**src/rtl/mem_port_arbiter_pkg.sv**
```systemverilog
// Shared types and default sizing for the memory-port arbiter: FSM state
// encodings and the owner tag used to route read responses.
package mem_port_arbiter_pkg;

    localparam int DEF_MEM_LAT      = 4;
    localparam int DEF_STARVE_LIMIT = 4;
    localparam int DEF_AW           = 16;

    typedef enum logic [1:0] {
        ST_IDLE  = 2'd0,
        ST_I_OWN = 2'd1,
        ST_D_OWN = 2'd2,
        ST_DRAIN = 2'd3
    } arb_state_e;

    typedef enum logic {
        OWNER_I = 1'b0,
        OWNER_D = 1'b1
    } owner_e;

endpackage

```
**src/rtl/mem_arb_outstanding_ctr.sv**
```systemverilog
// Saturating up/down counter of reads in flight to memory; flags when the
// count will be zero after this cycle so DRAIN can exit on the last response.
module mem_arb_outstanding_ctr #(
    parameter int MAX_CNT = 4
) (
    input  logic clk,
    input  logic rst,
    input  logic inc,
    input  logic dec,
    output logic cnt_zero_next
);

    localparam int CW = $clog2(MAX_CNT + 1);
    localparam logic [CW-1:0] CNT_MAX = CW'(MAX_CNT);

    logic [CW-1:0] cnt_q;
    logic [CW-1:0] cnt_d;

    always_comb begin
        cnt_d = cnt_q;
        if (inc && !dec && cnt_q != CNT_MAX) begin
            cnt_d = cnt_q + 1'b1;
        end else if (dec && !inc && cnt_q != '0) begin
            cnt_d = cnt_q - 1'b1;
        end
    end

    always_ff @(posedge clk or posedge rst) begin
        if (rst) begin
            cnt_q <= '0;
        end else begin
            cnt_q <= cnt_d;
        end
    end

    assign cnt_zero_next = (cnt_d == '0);

    // More reads than the pipeline depth, or a response nobody asked for.
    overflow_chk: assert property (@(posedge clk) disable iff (rst)
        !(inc && !dec && cnt_q == CNT_MAX));
    underflow_chk: assert property (@(posedge clk) disable iff (rst)
        !(dec && !inc && cnt_q == '0));

endmodule

```
**src/rtl/mem_port_arbiter.sv**
```systemverilog
// Arbitrates the single pipelined memory port between I-cache fill and
// D-cache traffic, granting whole transactions and routing read data back.
// Handshake: a side raises req and holds it for its whole transaction; gnt
// rises the cycle after the arbiter accepts it in IDLE, per-cycle en strobes
// are forwarded only while gnt is high, and dropping req ends ownership.
module mem_port_arbiter
    import mem_port_arbiter_pkg::*;
#(
    parameter int MEM_LAT      = DEF_MEM_LAT,
    parameter int STARVE_LIMIT = DEF_STARVE_LIMIT,
    parameter int AW           = DEF_AW
) (
    input  logic          clk,
    input  logic          rst,
    input  logic          i_req,
    input  logic          i_en,
    input  logic [AW-1:0] i_addr,
    output logic          i_gnt,
    output logic          i_valid,
    output logic [AW-1:0] i_data,
    input  logic          d_req,
    input  logic          d_en,
    input  logic          d_wr,
    input  logic [AW-1:0] d_addr,
    input  logic [AW-1:0] d_wdata,
    output logic          d_gnt,
    output logic          d_valid,
    output logic [AW-1:0] d_data,
    output logic          mem_en,
    output logic          mem_wr,
    output logic [AW-1:0] mem_addr,
    output logic [AW-1:0] mem_din,
    input  logic [AW-1:0] mem_dout,
    input  logic          mem_valid,
    output logic          busy
);

    localparam int SW = $clog2(STARVE_LIMIT + 1);
    localparam logic [SW-1:0] STARVE_MAX = SW'(STARVE_LIMIT);

    arb_state_e    state_q, state_d;
    owner_e        last_owner_q, last_owner_d;
    logic [SW-1:0] starve_q, starve_d;
    logic          cnt_zero_next;
    logic          rd_issue;

    always_comb begin
        state_d      = state_q;
        last_owner_d = last_owner_q;
        starve_d     = starve_q;
        case (state_q)
            ST_IDLE: begin
                // D wins unless I has waited out the starvation limit.
                if (d_req && !(i_req && starve_q == STARVE_MAX)) begin
                    state_d      = ST_D_OWN;
                    last_owner_d = OWNER_D;
                    if (i_req && starve_q != STARVE_MAX) begin
                        starve_d = starve_q + 1'b1;
                    end
                end else if (i_req) begin
                    state_d      = ST_I_OWN;
                    last_owner_d = OWNER_I;
                    starve_d     = '0;
                end
            end
            ST_D_OWN: if (!d_req) state_d = ST_DRAIN;
            ST_I_OWN: if (!i_req) state_d = ST_DRAIN;
            ST_DRAIN: if (cnt_zero_next) state_d = ST_IDLE;
            default:  state_d = ST_IDLE;
        endcase
    end

    always_ff @(posedge clk or posedge rst) begin
        if (rst) begin
            state_q      <= ST_IDLE;
            last_owner_q <= OWNER_D;
            starve_q     <= '0;
        end else begin
            state_q      <= state_d;
            last_owner_q <= last_owner_d;
            starve_q     <= starve_d;
        end
    end

    assign i_gnt = (state_q == ST_I_OWN);
    assign d_gnt = (state_q == ST_D_OWN);
    assign busy  = (state_q != ST_IDLE);

    always_comb begin
        mem_en   = 1'b0;
        mem_wr   = 1'b0;
        mem_addr = '0;
        mem_din  = '0;
        if (i_gnt) begin
            mem_en   = i_en;
            mem_addr = i_addr;
        end else if (d_gnt) begin
            mem_en   = d_en;
            mem_wr   = d_en & d_wr;
            mem_addr = d_addr;
            mem_din  = d_wdata;
        end
    end

    assign rd_issue = mem_en & ~mem_wr;

    mem_arb_outstanding_ctr #(
        .MAX_CNT(MEM_LAT)
    ) u_outstanding (
        .clk          (clk),
        .rst          (rst),
        .inc          (rd_issue),
        .dec          (mem_valid),
        .cnt_zero_next(cnt_zero_next)
    );

    // Responses follow the side that issued them, even through DRAIN.
    assign i_valid = mem_valid & (last_owner_q == OWNER_I);
    assign d_valid = mem_valid & (last_owner_q == OWNER_D);
    assign i_data  = i_valid ? mem_dout : '0;
    assign d_data  = d_valid ? mem_dout : '0;

endmodule
```
**config.mk**
```make
export PLATFORM = sky130hd
export DESIGN_NAME = mem_port_arbiter
export DESIGN_NICKNAME = d
export VERILOG_FILES = /design/src/rtl/mem_port_arbiter_pkg.sv /design/src/rtl/mem_arb_outstanding_ctr.sv /design/src/rtl/mem_port_arbiter.sv
export SDC_FILE = /design/constraint.sdc
export NUM_CORES = 1
export LEC_CHECK = 0
export ABC_AREA = 1
export CORE_ASPECT_RATIO = 0.9
export CORE_UTILIZATION = 26
export DETAILED_ROUTE_END_ITERATION = 8
export PLACE_DENSITY = 0.89
export SLEW_MARGIN = 10
export SYNTH_ARGS = -nofsm -noshare
export SYNTH_HDL_FRONTEND = slang
export SYNTH_SLANG_ARGS = --single-unit
```
**constraint.sdc**
```tcl
create_clock -name clk -period 1.55 [get_ports clk]
set_input_delay 0.31 -clock clk [delete_from_list [all_inputs] [get_ports clk]]
set_output_delay 0.31 -clock clk [all_outputs]
set_load 0.05 [all_outputs]
```
==> results of run 1 <==
[metrics by stage]
step	hold slack, ps	worst slack, ps	instances	setup TNS (ps)	instance area, um^2
after floorplan	137	-354	239	-15150	1750
after global placement	506	-289	468	-10790	3970
after detailed placement	513	-426	468	-12880	3970
after CTS	352	-311	481	-14490	4490
[timing repair]
| item | in CTS |
|---|---|
| gates resized for setup | 95 |
| endpoints found under the setup margin | 75 |
| pin swaps | 9 |
| buffers inserted | 11 |
| cloned | 2 |
[cells in the mapped netlist (all sizes together)]
| cell type | instances | share of area |
|---|---|---|
| nand2 | 74 | 0.23 |
| nor2 | 54 | 0.15 |
| inv | 38 | 0.11 |
| nand3 | 27 | 0.12 |
| ha | 10 | 0.093 |
| clkbuf | 8 | 0.022 |
| dfrtp | 8 | 0.15 |
| o21ai | 5 | 0.019 |
| a21oi | 3 | 0.014 |
| buf | 3 | 0.020 |
| nand4 | 2 | 0.021 |
| xnor2 | 2 | 0.013 |
| a221oi | 1 | 0.0065 |
| clkinv | 1 | 0.0028 |
| dfstp | 1 | 0.020 |
| nor3 | 1 | 0.0037 |
| xor2 | 1 | 0.0065 |
[kinds of logic after synthesis]
| group | after synthesis | synth area share |
|---|---|---|
| simple gates | 158 | 0.521 |
| buf+inv | 50 | 0.157 |
| fa+ha+maj | 10 | 0.0935 |
| compound gates | 9 | 0.0393 |
| flops | 9 | 0.169 |
| xor+xnor | 3 | 0.0196 |
==> results_dict.tcl, run 1 <==
set metrics [dict create \
    htree_levels 1 \
    postCtsHoldBufs 0 \
    grt_start_max_net_pins 18 \
    clock-root-buffer "clkbuf_8" \
    synthDistinctLibCells 27 \
    rows 24 \
    stop_stage "5_1_grt" \
    worstEpCategory "register data pin" \
    worstEndpointGrtRepair "state_q[1]$_DFFE_PP0P_/D" \
    status "did not finish" \
    syn_area_per_cell_um2 5.60 \
    initial_utilization 0.274 \
    yosysWarningCount 0 \
    numCtsBuffers 3 \
    pin_count 143 \
    die-width_um 77.6 \
    syn-num-nets 321 \
    clock_path_buffers 2 \
    syn_area_um2 1340 \
    synth_cells 239 \
    clkSinkCount 9 \
    ys_seq_area_frac 0.169 \
    yosys_register_bits 9 \
    portBuffers 142 \
    hpwlAfterDp_um 6040 \
    gp_congestion 0.876 \
    antenna_found_initial 0 \
    die_height_um 70.1 \
    run.stop_error "[ERROR DPL-0033] detailed placement checks failed during check placement." \
]
==> run 2: changes to the inputs <==
--- a/config.mk
+++ b/config.mk
@@ -6,10 +6,9 @@
 export NUM_CORES = 1
 export LEC_CHECK = 0
 export ABC_AREA = 1
-export CORE_ASPECT_RATIO = 0.9
-export CORE_UTILIZATION = 26
+export CORE_UTILIZATION = 25
 export DETAILED_ROUTE_END_ITERATION = 8
-export PLACE_DENSITY = 0.89
+export PLACE_DENSITY_LB_ADDON = 0.15
 export SLEW_MARGIN = 10
 export SYNTH_ARGS = -nofsm -noshare
 export SYNTH_HDL_FRONTEND = slang
==> constraint.sdc (replaced) <==
create_clock -name clk -period 2 [get_ports clk]
set_input_delay 0.4 -clock clk [delete_from_list [all_inputs] [get_ports clk]]
set_output_delay 0.4 -clock clk [all_outputs]
set_load 0.05 [all_outputs]
==> run 2 against run 1 <==
The flow now finishes without violations. Synthesized cell count unchanged. Area after synthesis unchanged.
==> results_dict.tcl, run 2 <==
set metrics [dict create \
    status "completed" \
    startpoint_type "register" \
    antenna_found_initial 0 \
    numCtsBuffers 3 \
    path_cells "buf_4, ha_4, buf_4, nand3_4, nand2_8, buf_4, buf_12" \
    syn-num-nets 321 \
    clock_path_buffers 2 \
    clock-root-buffer "clkbuf_8" \
    syn_area_per_cell_um2 5.60 \
    grt_start_max_net_pins 27 \
    track_usage 0.208 \
    post-place-ws_ps -44.5 \
    synth_top_flop_cell "dfrtp_1" \
    mostFrequentLayoutCells "clkdlybuf4s50_1, buf_12, nand2_1" \
    required_ps 1600 \
    vias 2045 \
    diodes 0 \
    insertion_delay_ps 230 \
    gp_congestion 0.805 \
    area_growth_pct 184 \
    synthDistinctLibCells 27 \
    max-vdd-ir-drop_uv 1110 \
    syn_area_um2 1340 \
    overflow 0 \
    final_nets 474 \
    hold_viol_final 0 \
    drc_errors 0 \
    pin_count 143 \
    hpwlAfterDp_um 5270 \
    n_fill_cell 407 \
    critPathKind "register to output port" \
    clk_pin_slew_worst_paths_ps 50 \
    die_height_um 75.2 \
    drive_gt1_frac 0.407 \
    setup_tns_ps 0 \
    yosysWarningCount 0 \
    finalWorstSetupSlack_ps 73.3 \
    synth_cells 239 \
    wl_per_cell_um 13.9 \
    finalCritPeriodShare 0.963 \
    slew_violations 0 \
    cts_tree "done" \
    wl_um 6400 \
    placedInstanceArea_um2 3650 \
    ys_top_cells_by_area "nand2_1, dfrtp_1, nor2_1" \
    crit_slowest_cell "dfrtp_1" \
    crit_path_end_kind "output port" \
    final_util 0.739 \
    grt_pass1_wl_um 8940 \
    finalInstanceArea_um2 3800 \
    rows 26 \
    power-per-cell-area_nw_per_um2 1480 \
    yosys_register_bits 9 \
    initial_utilization 0.260 \
    clkSinkCount 9 \
    grt_pass1_vias 1855 \
    rsz0062_at_grt "true" \
    period_needed_ps 1930 \
    synthMostInstantiatedCell "nand2_1" \
    dieArea_um2 5650 \
    coreArea_um2 5140 \
    portBuffers 142 \
    dr.pass1.iters 4 \
    die-width_um 75.2 \
    postRouteAntennaNets 0 \
    async_flop_share 1.00 \
    layout_commonest_cell "clkdlybuf4s50_1" \
    finalSetupViolations 0 \
    largestRegisters "starve_q (3), u_outstanding.cnt_q (3), state_q (2)" \
    routed_via_density 4.44 \
    worst_pin_slew_ps 473 \
    path_common_cell "buf_4" \
    slew_headroom 0.685 \
    synth_top_cell_area_share 0.191 \
    drt_first_iter_violations 58 \
    hp-class "input pin to asynchronous set/reset pin" \
    ys_seq_area_frac 0.169 \
    p_leak_uw 0.00175 \
    htree_levels 1 \
    cap_violations 0 \
    synth_commonest_cells "nand2_1, nor2_1, inv_1, nand3_1, ha_1" \
    fmax_mhz 519 \
    skew_ps 5.42 \
    cp.arrival_ps 1530 \
    crit_fanout 5 \
    synth-edff-count 0 \
    yosysTopAreaCell "nand2_1" \
    critPathMaxStageDelay_ps 370 \
]
-- run 2: logic make-up after synthesis --
kind of cell             share of synthesized area
AND/OR/NAND/NOR                              0.521
buffers and inverters                        0.157
adder cells (fa/ha/maj)                     0.0935
AO/OA/AOI/OAI                               0.0393
flip-flops                                   0.169
XOR/XNOR                                    0.0196
-- run 2: per-stage QoR --
step / power (uW) / hold slack [ps] / cells
global route: 5930 / 488 / 461
CTS: 5580 / 455 / 456
finish: 5640 / 462 / 461
global placement: 5230 / 509 / 450
detailed placement: 5320 / 521 / 450
floorplan: 3240 / 227 / 239
-- run 2: critical path: cells and delay by family (launching register included) --
kind	cells	cell delay, ps
buffers and inverters	4	570
adder cells (fa/ha/maj)	1	180
AND/OR/NAND/NOR	2	160
flip-flops	1	370
-- run 2: what timing repair did --
item	4_1_cts	5_1_grt
gates resized for setup	4	14
setup endpoints to repair	31	45
hold endpoints to repair	0	0
pin swaps	1	3
hold buffers	0	0
setup buffers	2	5
-- run 2: path summary, 6_finish.rpt --
check                                   from                      to  slack (ps)  cells past startpoint
min in group clk                last_owner_q            last_owner_q         520                      2
worst max-delay path              state_q[1]                  mem_en          70                      7
worst min-delay path                     rst  u_outstanding.cnt_q[1]         460                      2
worst max register to register    state_q[0]              state_q[0]         130                     16
max in group asynchronous                rst            last_owner_q        1240                      2
worst min register to register  last_owner_q            last_owner_q         520                      2
-- run 2: layer usage --
layer / GRT usage / share of wire
met1: 0.218 / 0.36
met2: 0.419 / 0.55
met3: 0.0361 / 0.078
met4: 0.0617 / 0.015
met5: 0 / 0
-- run 2: area by class of cell --
cell class,count,area [um^2],area share
multi-input combinational,180,1200,0.316
timing repair buffer,159,2080,0.549
tap,70,87.6,0.0230
clock buffer,4,45.0,0.0119
inverter,39,154,0.0405
sequential,9,228,0.0599
-- run 2: power by group --
group	switching (uW)	leakage, uW	internal, uW	total, uW
logic	2920	0.00162	2140	5060
registers	87.2	0.000107	283	371
clock network	72.4	0.0000228	139	211
(Power assumes the default switching activity.)
